$ cat config.mk
export PLATFORM = sky130hd
export DESIGN_NAME = hms_time_counter
export DESIGN_NICKNAME = d
export VERILOG_FILES = /design/src/rtl/hms_time_counter.sv
export SDC_FILE = /design/constraint.sdc
export NUM_CORES = 1
export LEC_CHECK = 0
export ABC_AREA = 1
export CAP_MARGIN = 15
export CORE_MARGIN = 2
export CORE_UTILIZATION = 53
export CTS_CLUSTER_SIZE = 20
export DETAILED_ROUTE_END_ITERATION = 8
export PLACE_DENSITY = 0.74
export SYNTH_ARGS = -nofsm -noshare
export SYNTH_HDL_FRONTEND = slang
export SYNTH_SLANG_ARGS = --single-unit
export TNS_END_PERCENT = 50
$ cat constraint.sdc
create_clock -name clk -period 4.3 [get_ports clk]
set_input_delay 0.86 -clock clk [delete_from_list [all_inputs] [get_ports clk]]
set_output_delay 0.86 -clock clk [all_outputs]
set_load 0.01 [all_outputs]
$ cat src/rtl/hms_time_counter.sv
// BCD hours:minutes:seconds time-of-day counter with an internal seconds prescaler,
// a RUN / SET_MIN / SET_HOUR adjust machine and a one-cycle midnight pulse.
module hms_time_counter #(
    parameter int TICK_DIV = 100_000_000,
    parameter int HOUR_MOD = 24
) (
    input  logic       clk,
    input  logic       reset,
    input  logic       mode_btn,
    input  logic       up,
    input  logic       down,
    output logic [3:0] sec_lo,
    output logic [3:0] sec_hi,
    output logic [3:0] min_lo,
    output logic [3:0] min_hi,
    output logic [3:0] hr_lo,
    output logic [3:0] hr_hi,
    output logic [1:0] mode,
    output logic       day_carry
);

    localparam int             PW      = (TICK_DIV > 1) ? $clog2(TICK_DIV) : 1;
    localparam logic [PW-1:0]  PRE_MAX = PW'(TICK_DIV - 1);
    localparam logic [7:0]     SM_MAX  = 8'h59;
    localparam logic [7:0]     HR_MAX  = {4'((HOUR_MOD - 1) / 10), 4'((HOUR_MOD - 1) % 10)};

    typedef enum logic [1:0] {
        ST_RUN      = 2'b00,
        ST_SET_MIN  = 2'b01,
        ST_SET_HOUR = 2'b10
    } state_t;

    state_t        r_state;
    logic [PW-1:0] r_pre;
    logic [3:0]    r_sec_lo, r_sec_hi, r_min_lo, r_min_hi, r_hr_lo, r_hr_hi;
    logic          r_day_carry;

    state_t        w_state;
    logic [PW-1:0] w_pre;
    logic [3:0]    w_sec_lo, w_sec_hi, w_min_lo, w_min_hi, w_hr_lo, w_hr_hi;
    logic          w_day_carry;
    logic          w_tick;
    logic          w_inc;
    logic          w_dec;

    // BCD pair step with wrap at vmax (up) or to vmax from 00 (down).
    function automatic logic [7:0] bcd_inc(input logic [7:0] v, input logic [7:0] vmax);
        if (v == vmax)
            return 8'h00;
        if (v[3:0] == 4'd9)
            return {v[7:4] + 4'd1, 4'd0};
        return {v[7:4], v[3:0] + 4'd1};
    endfunction

    function automatic logic [7:0] bcd_dec(input logic [7:0] v, input logic [7:0] vmax);
        if (v == 8'h00)
            return vmax;
        if (v[3:0] == 4'd0)
            return {v[7:4] - 4'd1, 4'd9};
        return {v[7:4], v[3:0] - 4'd1};
    endfunction

    assign w_tick = (r_state == ST_RUN) && (r_pre == PRE_MAX);
    assign w_inc  = up & ~down;
    assign w_dec  = down & ~up;

    always_comb begin
        w_state     = r_state;
        w_pre       = '0;
        w_sec_lo    = r_sec_lo;
        w_sec_hi    = r_sec_hi;
        w_min_lo    = r_min_lo;
        w_min_hi    = r_min_hi;
        w_hr_lo     = r_hr_lo;
        w_hr_hi     = r_hr_hi;
        w_day_carry = 1'b0;

        case (r_state)
            ST_RUN: begin
                w_pre = w_tick ? '0 : r_pre + PW'(1);
                // Whole carry chain resolves in the tick cycle.
                if (w_tick) begin
                    {w_sec_hi, w_sec_lo} = bcd_inc({r_sec_hi, r_sec_lo}, SM_MAX);
                    if ({r_sec_hi, r_sec_lo} == SM_MAX) begin
                        {w_min_hi, w_min_lo} = bcd_inc({r_min_hi, r_min_lo}, SM_MAX);
                        if ({r_min_hi, r_min_lo} == SM_MAX) begin
                            {w_hr_hi, w_hr_lo} = bcd_inc({r_hr_hi, r_hr_lo}, HR_MAX);
                            w_day_carry = ({r_hr_hi, r_hr_lo} == HR_MAX);
                        end
                    end
                end
                if (mode_btn) begin
                    w_state  = ST_SET_MIN;
                    w_pre    = '0;
                    w_sec_lo = 4'd0;
                    w_sec_hi = 4'd0;
                end
            end
            ST_SET_MIN: begin
                if (w_inc)
                    {w_min_hi, w_min_lo} = bcd_inc({r_min_hi, r_min_lo}, SM_MAX);
                else if (w_dec)
                    {w_min_hi, w_min_lo} = bcd_dec({r_min_hi, r_min_lo}, SM_MAX);
                if (mode_btn)
                    w_state = ST_SET_HOUR;
            end
            ST_SET_HOUR: begin
                if (w_inc)
                    {w_hr_hi, w_hr_lo} = bcd_inc({r_hr_hi, r_hr_lo}, HR_MAX);
                else if (w_dec)
                    {w_hr_hi, w_hr_lo} = bcd_dec({r_hr_hi, r_hr_lo}, HR_MAX);
                if (mode_btn)
                    w_state = ST_RUN;
            end
            default: begin
                w_state = ST_RUN;
            end
        endcase
    end

    always_ff @(posedge clk or posedge reset) begin
        if (reset) begin
            r_state     <= ST_RUN;
            r_pre       <= '0;
            r_sec_lo    <= 4'd0;
            r_sec_hi    <= 4'd0;
            r_min_lo    <= 4'd0;
            r_min_hi    <= 4'd0;
            r_hr_lo     <= 4'd0;
            r_hr_hi     <= 4'd0;
            r_day_carry <= 1'b0;
        end else begin
            r_state     <= w_state;
            r_pre       <= w_pre;
            r_sec_lo    <= w_sec_lo;
            r_sec_hi    <= w_sec_hi;
            r_min_lo    <= w_min_lo;
            r_min_hi    <= w_min_hi;
            r_hr_lo     <= w_hr_lo;
            r_hr_hi     <= w_hr_hi;
            r_day_carry <= w_day_carry;
        end
    end

    assign sec_lo    = r_sec_lo;
    assign sec_hi    = r_sec_hi;
    assign min_lo    = r_min_lo;
    assign min_hi    = r_min_hi;
    assign hr_lo     = r_hr_lo;
    assign hr_hi     = r_hr_hi;
    assign mode      = r_state;
    assign day_carry = r_day_carry;

endmodule

# Yosys cells after proc, flatten, opt, wreduce, memory -nomap -nowiden
# Index checks and enable logic that the tools add are counted.
[totals]
reg_bits = 54
in_bits = 5
output_inout_bits = 27
wordCells = 180
[classes]
add_sub_neg = 11
n_eq_ne = 23
muxes = 116
bitwise_logic = 4
reduce_logical = 17
[ops]
columns = ["operator", "n"]
rows = [
  ["2-to-1 mux 8 bit", 24],
  ["2-to-1 mux 4 bit", 22],
  ["2-to-1 mux 27 bit", 3],
  ["2-to-1 mux 1 bit", 59],
  ["one-hot mux 4 bit (2 select lines)", 4],
  ["adder 27 x 1 -> 27 bit (second input constant)", 1],
  ["equality test 27 bit (second input constant)", 1],
  ["adder 4 x 1 -> 4 bit (second input constant)", 6],
  ["equality test 8 x 7 -> 1 bit (second input constant)", 2],
  ["logical NOT 8 bit", 2],
  ["inequality test 4 bit (second input constant)", 4],
  ["subtractor 4 x 1 -> 4 bit (second input constant)", 4],
  ["equality test 4 bit (second input constant)", 3],
  ["equality test 8 x 6 -> 1 bit (second input constant)", 1],
  ["logical NOT 4 bit", 2],
  ["inequality test 2 bit (second input constant)", 4],
  ["AND reduction 8 bit", 1],
  ["AND reduction 7 bit", 1],
  ["2-to-1 mux 2 bit", 3],
  ["inequality test 3 x 1 -> 1 bit (second input constant)", 2],
  ["inequality test 3 bit (second input constant)", 2],
  ["one-hot mux 2 bit (3 select lines)", 1],
  ["AND reduction 3 bit", 2],
  ["nonzero test 2 bit", 3],
  ["11 further kinds", 14],
]

# Depth between registers and ports, before layout
# Gate-level depths: netlist (run 1).
[depth]
ltp_word = 17
mapped_depth = 11
mapped_depth_nobuf = 11

# Worst setup path before layout (run 1)
# OpenSTA, ideal clock, no wires.
[synth_path]
path_kind = "input-to-reg"
start = "input port down"
end = "register r_hr_hi[1], in the netlist hr_hi[1]"
setup_time_ns = 0.118
arrival_time_ns = 1.858
required_time_ns = 4.182
setup_slack_ns = 2.325
cell_stages = 7
path_buffers = 0
path_cell_list = "inv_1 -> ha_1 -> or2_2 -> nand2_1 -> nand3_1 -> nand2_1 -> nand2_1"
[synth_between]
elab_chain_len = 4
elab_cells_between_ends = 9
classes_between = "3 x eq/ne; 2 x mux; 3 x bitwise; 1 x reduce/logical"
[synth_lines]
columns = ["item", "line", "source"]
rows = [
  ["from (decl)", "11", "input logic down,"],
  ["NOT 1 bit", "64", "assign w_inc = up & ~down;"],
  ["AND 1 bit", "64", ""],
  ["inequality test 4 bit (no source line) (tied with other cells)", "n/a", ""],
  ["AND reduction 8 bit (no source line) / one-hot mux 4 bit (2 select lines) (equally long branches)", "n/a", ""],
  ["to (signal assigned)", "140", "r_hr_hi <= w_hr_hi;"],
  ["to (decl)", "35", "logic [3:0] r_sec_lo, r_sec_hi, r_min_lo, r_min_hi, r_hr_lo, r_hr_hi;"],
]
# Several ways; a longest one is shown, not always the timed one.
# A chain may end at the register's enable or synchronous reset.

# Worst setup path after layout (run 1)
[layout_path]
start = "register r_min_hi[2], in the netlist min_hi[2]"
end = "output port min_hi[2]"
[layout_lines]
columns = ["item", "line", "source"]
rows = [
  ["from (decl)", "35", ""],
  ["from (signal assigned)", "138", "r_min_hi <= w_min_hi;"],
  ["to (decl)", "15", "output logic [3:0] min_hi,"],
]
# No word-level cell between the ends.

==> metrics, run 1 <==
Pint=1.10 mW; slowest cell on the critical path=clkdlybuf4s50_1; DRT antenna net count=0; P&R area growth vs syn=14.1%; drt first pass iters=5; Design Area, Final=0.00424 mm2; DRC violations left=0; mapped cell area=0.00371 mm2; minimum clock period=2.28 ns; Iter 0 DRT Violations=174; PD cells=452 mW/mm2; clock root cell=clkbuf_8; Fill cells=634; area share of the largest cell type after synthesis=36.4%; status=complete, no violations; Largest delay share family, worst path=buffers and inverters; Critical Path Max Stage Delay=0.60 ns; ranking of synthesized cells by area=dfrtp_1 36%, nand2_1 13%, nand3_1 7.0%; critical path data arrival time=1.42 ns; Post-synth EDFFs=0; area of the multi-input gates=0.00209 mm2; Final Worst Setup Slack=2.02 ns; Worst-Margin Slew=0.924 ns; Max FO, Critical Path=7; Seq pwr share=36.1%; Yosys reg bits=54; final setup violation count=0; most common library cells after synthesis=127 x nand2_1, 65 x nor2_1, 56 x inv_1; Reg area=0.00135 mm2; Max Fclk=438 MHz; Max-slew headroom=38.3%; Clock Skew=0.0117 ns; clk buf depth=2; crit share post-route=53.1%; Layout Nets=564; grt met3 use=3.58%; routing usage on met2=36.9%; Routed WL=8.07 mm; switching pwr=0.820 mW; CP cell instances=clkdlybuf4s50_1; overall die width=87.7 um; worst vdd rail ir drop=282 uV; clock-pin slew on the worst setup and hold paths=0.11 ns; top-count cell post-synth=nand2_1; critical path class=flop to output pin; Mapped Nets=530; die span in y=87.7 um; Congestion Overflow GR=0; first-pass GRT wire length=14.2 mm; initial antenna violation count=0; via count of the first global-routing pass=3152; sequential share of the synthesized area=36.4%; gp weighted congestion=0.871; P_leak=2.08 nW; Clock Latency Late Sink=0.32 ns; CP endpoint kind=output pin; # diodes=0; htree depth=2; CTS Sinks=54; Worst Setup Start Kind=flop; Num CTS Buffers=5; largest net degree at the start of global routing=45; largest area contributor in the netlist=dfrtp_1; Hold Path Class=flop to flop; ratio of cells with drive above 1 in the final layout=8.47%; DP Worst Slack=1.68 ns; grt peak-use layer=met2; Initial Util=54.7%; DP HPWL=6.04 mm; total I/O pin count=32; Mean Syn Cell Area=7.31 um2; vias post-DR=3268; Clock Power Share=18.6%; Switching Share=42.7%; Max-cap violations=0; met1 layer usage reported by global route=32.4%; WP buf/inv=1; Netlist cell types=36; Gates resized, CTS repair=0; unrepaired setup endpoints after global routing=no; Hold Worst Slack=0.495 ns; Routed WL per cell=12.6 um; # rows=30; die area=0.00769 mm2; Hold Vio Cnt, Final=0; TritonCTS clock tree=yes; Post-Synthesis Cells=508; final setup TNS=0 ns; cell area after placement=0.00413 mm2; core area=0.00679 mm2; Hold-fix buffers, CTS=0; I/O Buffers=31; post-CTS setup buffers=0; Core Util, Final=62.4%; fin. max-slew vios=0; ys flop type=dfrtp_1; combinational fraction of design power=45.3%; Ys Warns=0; Critical Path RT=3.44 ns; Total GRT Usage=23.0%; routed vias/inst=5.11; Async SR Flop Fraction=100%
layout make-up:
| type | instances | share of cell area, % |
|---|---|---|
| Multi-Input combinational cell | 384 | 49.3 |
| Clock buffer | 5 | 1.62 |
| Timing Repair Buffer | 32 | 7.50 |
| Tap cell | 96 | 2.83 |
| Sequential cell | 54 | 31.9 |
| Clock inverter | 3 | 1.03 |
| Inverter | 65 | 5.79 |
metal layers:
metal  vias to the layer above  share of wire (%)
met4                         0                1.1
met5                         -                  0
met1                      1508                 49
met3                         7                3.1
li1                       1686                  -
met2                        67                 47
path summary, 6_finish.rpt:
path                       startpoint         to  slack (ns)  depth (start not counted)
max                         min_hi[2]  min_hi[2]        2.02                          1
min                          r_pre[0]   r_pre[0]        0.49                          1
max reg2reg                 min_lo[1]   hr_hi[1]        2.45                          9
min reg2reg                  r_pre[0]   r_pre[0]        0.49                          1
max in group asynchronous       reset   r_pre[4]        2.55                          3
min in group asynchronous       reset  r_pre[26]        1.05                          2
metrics by stage:
| step | total power [mW] | instances |
|---|---|---|
| after floorplan | 1.30 | 508 |
| after global placement | 1.55 | 631 |
| after detailed placement | 1.57 | 631 |
| after CTS | 1.93 | 639 |
| after global routing | 2.09 | 639 |
| final | 1.92 | 639 |
registers in the layout, summed over array words and instances, names as in the netlist:
signal / count
r_pre: 27
hr_hi: 4
hr_lo: 4
min_hi: 4
min_lo: 4
sec_hi: 4
sec_lo: 4
mode: 2
day_carry: 1
power by group through the flow:
stage	sequential [mW]	clock (mW)	combinational (mW)
finish	0.691	0.357	0.869
global route	0.707	0.387	0.995
CTS	0.691	0.368	0.872
detailed placement	0.700	0	0.868
global placement	0.698	0	0.856
floorplan	0.695	0	0.606
kinds of logic after synthesis:
group / share of synthesized area, %
flops: 36.4
xor+xnor: 6.60
buf+inv: 7.31
fa+ha+maj: 5.73
compound gates: 6.57
simple gates: 37.4
cell usage in the layout (no fill, tap or decap), types with 5 or more instances in the layout:
master	n
nand3_1	52
dfrtp_1	54
clkbuf_8	5
xor2_1	22
clkdlybuf4s50_1	31
nand2_2	6
o21ai_1	7
inv_1	55
xnor2_1	6
nand2_1	127
nand4_1	9
nand2_4	6
nor2_1	65
ha_1	17
nor3_1	14
o21ai_0	22
inv_2	9
a21oi_1	6
Note: power is estimated with default switching activity, not from simulation.
==> inputs of run 2 (changes only) <==
--- a/config.mk
+++ b/config.mk
@@ -11,7 +11,7 @@
 export CORE_UTILIZATION = 53
 export CTS_CLUSTER_SIZE = 20
 export DETAILED_ROUTE_END_ITERATION = 8
-export PLACE_DENSITY = 0.74
+export PLACE_DENSITY = 0.77
 export SYNTH_ARGS = -nofsm -noshare
 export SYNTH_HDL_FRONTEND = slang
 export SYNTH_SLANG_ARGS = --single-unit
==> constraint.sdc (replaced) <==
create_clock -name clk -period 2.1 [get_ports clk]
set_input_delay 0.42 -clock clk [delete_from_list [all_inputs] [get_ports clk]]
set_output_delay 0.42 -clock clk [all_outputs]
set_load 0.01 [all_outputs]
==> run 2 against run 1 <==
Effect of this change:
- die area is the same
- clock power increased by 73%
- final cell count increased by 0.78%
- non-clock buffer count increased by 5
- largest cell class unchanged
==> metrics, run 2 (synthesis gave the netlist of run 1 again) <==
status=complete, no violations; cell area after placement=0.00418 mm2; vias post-DR=3338; Hold Vio Cnt, Final=0; P_leak=2.09 nW; Worst Setup Start Kind=flop; Layout Nets=569; worst vdd rail ir drop=637 uV; DRT antenna net count=0; die area=0.00769 mm2; crit share post-route=91.7%; Design Area, Final=0.00427 mm2; combinational fraction of design power=47.2%; # rows=30; Core Util, Final=62.9%; commonest cells after routing, fill and taps aside=127 x nand2_1, 64 x nor2_1, 55 x inv_1; non-filler cells, final=644; Max FO, Critical Path=6; initial antenna violation count=0; htree depth=2; critical path class=flop to flop; CTS Sinks=54; DP HPWL=6.09 mm; fin. max-slew vios=0; critical path data arrival time=2.13 ns; Max Fclk=519 MHz; M1 WL=3.82 mm; Congestion Overflow GR=0; Max-slew headroom=69.6%; total I/O pin count=32; I/O Buffers=31; worst r2r src=min_lo[1]; switching pwr=1.68 mW; minimum clock period=1.93 ns; routed vias/inst=5.18; clock-pin slew on the worst setup and hold paths=0.10 ns; drt first pass iters=5; final setup violation count=0; largest net degree at the start of global routing=55; Worst-Margin Slew=0.453 ns; Clock Power Share=16.0%; Seq pwr share=36.8%; worst reg2reg path depth=9; met2 wire length=3.88 mm; core area=0.00679 mm2; Clock Latency Late Sink=0.31 ns; Num CTS Buffers=5; max FFs per register=27; WL met3=267 um; Routed WL=8.08 mm; Hold-fix buffers, CTS=0; PD cells=905 mW/mm2; final setup TNS=0 ns; Pint=2.19 mW; via count of the first global-routing pass=3307; # diodes=0; commonest non-fill, non-tap cell in the layout=nand2_1; first-pass GRT wire length=14.2 mm; Max-cap violations=0; ratio of cells with drive above 1 in the final layout=9.49%; r2r setup slk=0.17 ns; Switching Share=43.3%; post-CTS setup buffers=0; capturing point of the worst reg2reg path=hr_hi[2]; die span in y=87.7 um; Initial Util=54.7%; Biggest register=r_pre; Max Used Layer=met4; Total GRT Usage=22.6%; Hold Path Class=input port to asynchronous set/reset pin; clk buf depth=2; gp weighted congestion=0.857; TritonCTS clock tree=yes; clock root cell=clkbuf_8; DRC violations left=0; Clock Skew=0.0109 ns; overall die width=87.7 um; Iter 0 DRT Violations=212; CP endpoint kind=flop; Hold Worst Slack=0.462 ns; P&R area growth vs syn=15.1%; Routed WL per cell=12.5 um; placed instance count=636; unrepaired setup endpoints after global routing=no; Critical Path RT=2.30 ns
==> run 2: cell count changes in the layout (fill, tap and decap cells not counted) <==
cell,change
buf_4,+4
buf_12,+1
bufinv_16,-1
clkbuf_8,+1
clkinvlp_4,+1
inv_6,-1
nor2_1,-1
nor2_2,+1
==> run 2: how the worst max path moves through the flow <==
stage / endpoint / cells after the start / slack [ns] / startpoint
CTS: hr_hi[2] / 9 / 0.20 / min_lo[1]
detailed placement: hr_hi[2] / 8 / -0.02 / down
floorplan: day_carry / 1 / 0.37 / reset
finish: hr_hi[2] / 9 / 0.17 / min_lo[1]
global placement: hr_hi[2] / 8 / 0.07 / down
global route: hr_hi[2] / 9 / 0.008 / min_lo[1]
==> run 2: timing repair <==
item                                    CTS  global route
endpoints found under the hold margin     0             0
gates resized for setup                   0             1
endpoints found under the setup margin    0             3
==> run 2: power groups by stage <==
stage	sequential, mW	clock (mW)	combinational, mW
after floorplan	1.42	0	1.24
after global placement	1.43	0	1.79
after detailed placement	1.44	0	1.81
after CTS	1.42	0.637	1.83
after global routing	1.45	0.676	2.08
final	1.42	0.618	1.83
==> run 2: critical path: stages (launching register included) <==
cell and delay [ns]:
dfrtp_1 0.44, inv_1 0.13, ha_1 0.15, nand3_1 0.21, nor3_1 0.23, nand2_1 0.13, nand2_1 0.15, nand3_1 0.16
nand2_1 0.13, nand2_1 0.08
==> run 2: routing by layer <==
layer  global-route usage (%)  vias up
met5                        0        -
met4                     6.57        0
met3                     3.39       12
met2                     37.6       74
met1                     30.8     1557
li1                         -     1695
==> run 2: final cells by class <==
class	instances	area (um2)
Clock buffer	6	82.6
Clock inverter	2	12.5
Fill cell	595	2520
Inverter	65	245
Multi-Input combinational cell	384	2090
Sequential cell	54	1350
Tap cell	96	120
Timing Repair Buffer	37	368
==> run 2: stage by stage <==
| stage | total power [mW] | worst slack, ns |
|---|---|---|
| after CTS | 3.89 | 0.197 |
| after global routing | 4.21 | 0.00823 |
| final | 3.87 | 0.174 |
| after floorplan | 2.66 | 0.365 |
| after global placement | 3.22 | 0.0676 |
| after detailed placement | 3.25 | -0.0210 |
==> inputs of run 3 (changes only) <==
--- a/config.mk
+++ b/config.mk
@@ -7,6 +7,7 @@
 export LEC_CHECK = 0
 export ABC_AREA = 1
 export CAP_MARGIN = 15
+export CORE_ASPECT_RATIO = 0.7
 export CORE_MARGIN = 2
 export CORE_UTILIZATION = 53
 export CTS_CLUSTER_SIZE = 20
==> run 3 against run 2 <==
Effect of this change:
- sequential cell count did not move
- via count up 1.0%
- clock power is 2% higher
- critical path type unchanged
- largest power group unchanged
==> metrics, run 3 (synthesis gave the netlist of run 1 again) <==
status=complete, no violations; gp weighted congestion=0.914; routed vias/inst=5.24; I/O Buffers=31; Critical Path RT=2.31 ns; Worst-Margin Slew=0.491 ns; final setup TNS=0 ns; Biggest register=r_pre; P&R area growth vs syn=15.6%; CP most frequent cell=nand2_1; Routed WL=8.32 mm; clock root cell=clkbuf_8; post-CTS setup buffers=0; WP buf/inv=2; minimum clock period=1.90 ns; overall die width=104 um; Num CTS Buffers=5; Gates resized, CTS repair=0; DRC violations left=0; critical path data arrival time=2.11 ns; largest net degree at the start of global routing=55; clk buf depth=2; commonest cells after routing, fill and taps aside=127 x nand2_1, 65 x nor2_1, 55 x inv_1; vias post-DR=3373; drt first pass iters=4; slowest cell on the critical path=dfrtp_1; Iter 0 DRT Violations=174; Fill cells=594; clock-pin slew on the worst setup and hold paths=0.11 ns; Critical Path Max Stage Delay=0.48 ns; worst vdd rail ir drop=533 uV; Initial Util=55.0%; critical path class=flop to flop; fin. max-slew vios=0; CP cell instances=inv_1 -> ha_1 -> nand2_1 -> nor2_1 -> inv_1 -> nand2_2 -> o21ai_0 -> nor2_2 -> nand2_4 -> nand2_1 -> nand2_1; Congestion Overflow GR=0; Worst Setup Start Kind=flop; Max-cap violations=0; core area=0.00676 mm2; die area=0.00770 mm2; Hold-fix buffers, CTS=0; TritonCTS clock tree=yes; commonest non-fill, non-tap cell in the layout=nand2_1; Reg area=0.00135 mm2; Hold Path Class=input port to asynchronous set/reset pin; Clock Latency Late Sink=0.32 ns; Largest delay share family, worst path=simple AND/OR/NAND/NOR gates; DP HPWL=6.38 mm; DRT antenna net count=0; via count of the first global-routing pass=3134; ratio of cells with drive above 1 in the final layout=9.64%; Routed WL per cell=12.9 um; Max-slew headroom=67.0%; CTS Sinks=54; first-pass GRT wire length=14.4 mm; area of the multi-input gates=0.00209 mm2; Pwr Total=3.94 mW; total I/O pin count=32; htree depth=2; r2r setup slk=0.20 ns; Max FO, Critical Path=7; crit share post-route=90.4%; Core Util, Final=63.6%; # diodes=0; Hold Vio Cnt, Final=0; Layout Nets=571; die span in y=74.0 um; CP endpoint kind=flop; P_leak=2.10 nW; Hold Worst Slack=0.463 ns; PD cells=918 mW/mm2; Max Fclk=527 MHz; Clock Skew=0.00904 ns; unrepaired setup endpoints after global routing=no; max FFs per register=27; Total GRT Usage=23.2%; final setup violation count=0; initial antenna violation count=0; # rows=25
run 3: final timing paths:
kind | startpoint | endpoint | cells past startpoint
worst min register to register | r_pre[0] | r_pre[0] | 1
min in group clk | r_pre[0] | r_pre[0] | 1
max in group asynchronous | reset | sec_lo[3] | 3
worst min-delay path | reset | day_carry | 3
worst max register to register | min_lo[0] | min_hi[3] | 11
worst max-delay path | min_lo[0] | min_hi[3] | 11
run 3: layer usage:
| layer | part of all wire (%) | vias up | GRT usage, % |
|---|---|---|---|
| li1 | - | 1702 | - |
| met1 | 51 | 1574 | 34.4 |
| met2 | 43 | 88 | 36.1 |
| met3 | 5.5 | 9 | 3.86 |
| met4 | 0.84 | 0 | 4.95 |
| met5 | 0 | - | 0 |
run 3: tightest hold or removal path, delay by kind of cell:
| family | cells | cell delay [ns] |
|---|---|---|
| buffers and inverters | 3 | 0.75 |
run 3: layout make-up:
class / count / area share [%]
multi-input cells: 384 / 48.7
inverters: 65 / 5.71
well taps: 94 / 2.74
flip-flops and latches: 54 / 31.5
clock buffers: 5 / 1.60
clock inverters: 3 / 0.583
repair buffers: 39 / 9.21
run 3: metrics by stage:
stage | cell area [um2] | setup slack, ns | cells
4_1_cts | 4290 | 0.229 | 644
3_3_place_gp | 4200 | 0.0646 | 636
5_1_grt | 4290 | 0.00462 | 644
2_1_floorplan | 3710 | 0.365 | 508
6_report | 4290 | 0.202 | 644
3_5_place_dp | 4200 | 0.0210 | 636
run 3: where the power goes:
part | switching (mW) | internal, mW | leakage (nW)
Sequential | 0.242 | 1.18 | 0.739
Combinational | 1.12 | 0.777 | 1.32
Clock | 0.386 | 0.242 | 0.0447
